`src/rtl/regfile_pkg.sv`:
```
// regfile_pkg: shared sizing defaults and helpers for the register file scoreboard
package regfile_pkg;
  localparam int DATA_W_DEF = 32;
  localparam int NUM_REGS_DEF = 32;
  localparam int PEND_W_DEF = 2;
  localparam int ZERO_REG = 0;
  function automatic int addr_w(input int n);
    return (n > 1) ? $clog2(n) : 1;
  endfunction
endpackage

```
`src/rtl/regfile_scoreboard_pend_counter.sv`:
```
// pend_counter: per-register outstanding-write counter with saturation and underflow detect
module pend_counter #(
  parameter int PEND_W = 2
) (
  input  logic              clk,
  input  logic              rst,
  input  logic              inc,
  input  logic              dec,
  output logic [PEND_W-1:0] cnt,
  output logic              underflow
);
  localparam logic [PEND_W-1:0] MAX = '1;
  logic [PEND_W-1:0] cnt_d, cnt_q;
  always_comb begin
    cnt_d = (inc && !dec && cnt_q != MAX) ? cnt_q + 1'b1 :
            (dec && !inc && cnt_q != '0)  ? cnt_q - 1'b1 : cnt_q;
  end
  always_ff @(posedge clk) begin
    if (rst) cnt_q <= '0;
    else     cnt_q <= cnt_d;
  end
  assign cnt = cnt_q;
  assign underflow = dec && !inc && cnt_q == '0;
endmodule

```
`src/rtl/regfile_scoreboard.sv`:
```
// regfile_scoreboard: flop-based register file with write-first reads and pending-write hazard tracking
module regfile_scoreboard import regfile_pkg::*; #(
  parameter int DATA_W = DATA_W_DEF,
  parameter int NUM_REGS = NUM_REGS_DEF,
  parameter int PEND_W = PEND_W_DEF,
  localparam int ADDR_W = addr_w(NUM_REGS)
) (
  input  logic              clk,
  input  logic              rst,
  input  logic [ADDR_W-1:0] idRs,
  input  logic [ADDR_W-1:0] idRt,
  output logic [DATA_W-1:0] idregA,
  output logic [DATA_W-1:0] idregB,
  input  logic              idIssue,
  input  logic [ADDR_W-1:0] idDest,
  output logic              idHazard,
  input  logic              WBregWrite,
  input  logic [ADDR_W-1:0] WBwriteReg,
  input  logic [DATA_W-1:0] WBresult,
  output logic              sbErr,
  output logic              pendAny
);
  localparam int DEPTH = 2**ADDR_W;
  localparam logic [PEND_W-1:0] PEND_MAX = '1;
  localparam logic [PEND_W-1:0] PEND_ONE = PEND_W'(1);
  logic [DEPTH-1:0] valid, underflow, nonzero;
  logic [PEND_W-1:0] pend [DEPTH];
  logic [DATA_W-1:0] regs_q [DEPTH];
  logic [DATA_W-1:0] regs_d [DEPTH];
  logic sb_err_q, sb_err_d;
  logic wb_en, haz_rs, haz_rt, haz_dest, issue_ok;
  assign wb_en = WBregWrite && valid[WBwriteReg];
  // a source clears its hazard when this cycle's writeback retires its last pending write
  assign haz_rs = valid[idRs] && pend[idRs] != '0 &&
                  !(wb_en && WBwriteReg == idRs && pend[idRs] == PEND_ONE);
  assign haz_rt = valid[idRt] && pend[idRt] != '0 &&
                  !(wb_en && WBwriteReg == idRt && pend[idRt] == PEND_ONE);
  assign haz_dest = idIssue && valid[idDest] && pend[idDest] == PEND_MAX;
  assign idHazard = haz_rs || haz_rt || haz_dest;
  assign issue_ok = idIssue && !idHazard && valid[idDest];
  assign idregA = !valid[idRs] ? '0 : (wb_en && WBwriteReg == idRs) ? WBresult : regs_q[idRs];
  assign idregB = !valid[idRt] ? '0 : (wb_en && WBwriteReg == idRt) ? WBresult : regs_q[idRt];
  for (genvar i = 0; i < DEPTH; i++) begin : g_reg
    assign valid[i] = (i != ZERO_REG) && (i < NUM_REGS);
    assign nonzero[i] = pend[i] != '0;
    if (i != ZERO_REG && i < NUM_REGS) begin : g_cnt
      pend_counter #(.PEND_W(PEND_W)) u_cnt (
        .clk       (clk),
        .rst       (rst),
        .inc       (issue_ok && idDest == ADDR_W'(i)),
        .dec       (wb_en && WBwriteReg == ADDR_W'(i)),
        .cnt       (pend[i]),
        .underflow (underflow[i])
      );
    end else begin : g_none
      assign pend[i] = '0;
      assign underflow[i] = 1'b0;
    end
  end
  always_comb begin
    for (int r = 0; r < DEPTH; r++)
      regs_d[r] = (wb_en && WBwriteReg == ADDR_W'(r)) ? WBresult : regs_q[r];
    sb_err_d = sb_err_q || (|underflow);
  end
  always_ff @(posedge clk) begin
    if (rst) begin
      for (int r = 0; r < DEPTH; r++) regs_q[r] <= '0;
      sb_err_q <= 1'b0;
    end else begin
      regs_q <= regs_d;
      sb_err_q <= sb_err_d;
    end
  end
  assign sbErr = sb_err_q;
  assign pendAny = |nonzero;
endmodule
```
`config.mk`:
```
export PLATFORM = sky130hd
export DESIGN_NAME = regfile_scoreboard
export DESIGN_NICKNAME = d
export VERILOG_FILES = /design/src/rtl/regfile_pkg.sv /design/src/rtl/regfile_scoreboard_pend_counter.sv /design/src/rtl/regfile_scoreboard.sv
export SDC_FILE = /design/constraint.sdc
export NUM_CORES = 2
export LEC_CHECK = 0
export CORE_UTILIZATION = 45
export CTS_CLUSTER_SIZE = 20
export DETAILED_ROUTE_END_ITERATION = 10
export PLACE_DENSITY = 0.59
export SLEW_MARGIN = 40
export SYNTH_ARGS = -nofsm -noshare
export SYNTH_HDL_FRONTEND = slang
export SYNTH_SLANG_ARGS = --single-unit
```
`constraint.sdc`:
```
create_clock -name clk -period 4.65 [get_ports clk]
set_input_delay 0.93 -clock clk [delete_from_list [all_inputs] [get_ports clk]]
set_output_delay 0.93 -clock clk [all_outputs]
set_load 0.01 [all_outputs]
```
==> results.cfg <==
[status]
outcome = complete, no violations

[grt]
antenna_found_initial = 3
grt_max_degree = 113
globalRoute.busiestLayer = met2
grt_pass1_vias = 48300
grt_use_met3 = 0.0671
grtUsageMet1 = 0.448
grt-ovfl-total = 0
grt_first_pass_wirelength_um = 325000
use_met2 = 0.520
grt_use_total = 0.336

[setup_path]
crit_fanout = 21
rr_endpoint = sbErr
end_kind = output pin
startpoint = WBregWrite
start_kind = input port
path_cells = clkdlybuf4s50_1 > a21boi_0 > nand4_1 > buf_12 > buf_12 > a211oi_1 > clkdlybuf4s50_1
required_ns = 3.72
max_stage_delay_ns = 0.69
worstPathArrival_ns = 3.66
critPathKind = input port to output pin
rr_startpoint = g_reg[8].g_cnt.u_cnt.cnt[1]
ff2ff_path_depth = 11
cp_slowest_cell = clkdlybuf4s50_1
rrSetupSlack_ns = 1.15

[yosys]
synth.cell_area_mm2 = 0.0576
syn_inst = 6350
synth_edf_count = 0
ys_async_sr_fraction = 0
ys_warn_count = 0
syn_avg_cell_area_um2 = 9.07
synth-seq-area-share = 0.378
synthFlopType = dfxtp_1
synth_cell_type_count = 67
synth_nets = 6406
ys_seq_elements = 1087

[final_layout]
finish.utilization = 0.523
area_delta_synth_final_pct = 14.6
stdcell_area_mm2 = 0.0660
layout_commonest_cell = nand2_1
layout-drive-gt1-share = 0.205
final_cell_mix = nand2_1, dfxtp_1, a21oi_1
fin_nets = 6316

[floorplanning]
coreArea_mm2 = 0.126
die_y_um = 360
rows = 130
die_w_um = 360
ios = 123
start_util = 0.456
die_area_mm2 = 0.129

[timing]
finalSetupViolCount = 0
finalCriticalPeriod_ns = 4.59
finalClockSkew_ns = 0.0328
finalSetupTns_ns = 0
hold_violations = 0
max_slew.worst_pin.slew_ns = 0.916
fin_crit_sh = 0.987
fin_ws_ns = 0.0606
grt_setup_unrepaired = no
report.final.slew_viol_count = 0
slew_headroom = 0.390
timing.fmax_mhz = 218

[power]
ir_worst_vdd_mv = 0.312
p_leak_uw = 0.0214
power.density_mw_per_mm2 = 313

[cts]
htree_levels = 3
hold_buffers = 0
root_buffer = clkbuf_16
cts_tree = done
clk_path_buf_depth = 3
clk_pin_slew_ns = 0.06
cts_sinks = 1087
clk_latency_ns = 0.74
cts_inserted_buffers = 117

[worst_hold_path]
hp-class = flip-flop to flip-flop
hold-path-endpoint = regs_q[177]
hold_depth = 2
hp-start = regs_q[177]

[place]
portBuffers = 122
place_ws_ns = -0.0274
dpl_cell_area_mm2 = 0.0621
gp_congestion = 0.934
post-dp-hpwl_um = 135000

[detailed_routing]
vias = 51000
via_per_inst = 6.38
first_iter_violations = 6813
wl_per_cell_um = 27.7
antenna_left = 0
drcViolationCount = 0
wl_um = 222000
first_pass_iters = 8

[run]
cap_violations = 0
[per-stage QoR]
| stage | std cells | total power (uW) | hold WS (ns) |
|---|---|---|---|
| after floorplan | 6350 | 10700 | 0.443 |
| after global placement | 7789 | 11400 | 0.448 |
| after detailed placement | 7789 | 11400 | 0.456 |
| after CTS | 8001 | 20700 | 0.464 |
| after global routing | 8003 | 21200 | 0.478 |
| final | 8004 | 20700 | 0.464 |
[layer usage]
metal / vias to the layer above / routed length [um]
met3: 647 / 24500
met4: 4 / 12000
li1: 22200 / -
met5: - / 31
met1: 25100 / 84900
met2: 3044 / 100000
[cells in the mapped netlist (all sizes together), types with 23 or more instances]
master / count / area, um2
nand4: 25 / 156
nor3: 36 / 185
clkbuf: 559 / 2130
nand2: 2099 / 7880
nor2b: 58 / 363
nand2b: 27 / 169
o21ai: 62 / 310
a31oi: 24 / 150
mux2: 23 / 259
buf: 118 / 546
nand3: 47 / 235
nor2: 149 / 576
mux4: 669 / 15100
a211oi: 71 / 538
dfxtp: 1087 / 21800
a21oi: 1064 / 5330
mux2i: 75 / 751
[power by group]
| group | internal (uW) | leakage, uW | switching (uW) | total [uW] |
|---|---|---|---|---|
| combinational | 676 | 0.0107 | 1160 | 1830 |
| clock | 5350 | 0.00187 | 4040 | 9400 |
| sequential | 9380 | 0.00876 | 50.4 | 9430 |
| total | 15400 | 0.0214 | 5250 | 20700 |
[what timing repair did]
action,in CTS,in global routing
setup buffers,0,1
hold endpoints to repair,0,0
pin swaps,0,1
resized for setup,1,6
setup endpoints to repair,1,9
[worst max-delay path, delay by kind of cell]
family,cells,cell delay (ns)
buf+inv,4,1.73
compound gates,2,0.69
simple gates,1,0.28
[area by class of cell]
class	instances	area [um2]
multi-input cells	4572	33400
diodes	1	2.50
repair buffers	468	4850
flip-flops and latches	1087	21800
clock buffers	184	3530
inverters	14	52.6
well taps	1650	2060
fillers	11400	60200
clock inverters	28	294
[worst max-delay path by stage]
stage                 end  slack [ns]
2_1_floorplan  idregA[28]        0.25
3_3_place_gp   idregB[28]       -0.05
3_5_place_dp   idregB[28]       -0.03
4_1_cts        idregB[16]        0.02
5_1_grt         idregA[3]        0.01
6_report       idregA[11]        0.06
[cells by family (layout without fill, tap and decap cells)]
family                    count (synthesis)  after routing  share of synthesized area
muxes                                   767            767                      0.279
xor gates and xnor gates                 18             18                    0.00274
DFF                                    1087           1087                      0.378
AOI/OAI and AO/OA                      1271           1271                      0.118
and+or+nand+nor                        2516           2516                      0.175
buffers and inverters                   691            694                     0.0474
other                                     0              1                          0
[state kept, by name, summed over array words and instances, names as in the netlist]
signal / count
sbErr: 1
regs_q: 1024
g.g_cnt.u_cnt.cnt: 62
Power figures use the tool's default switching activity.
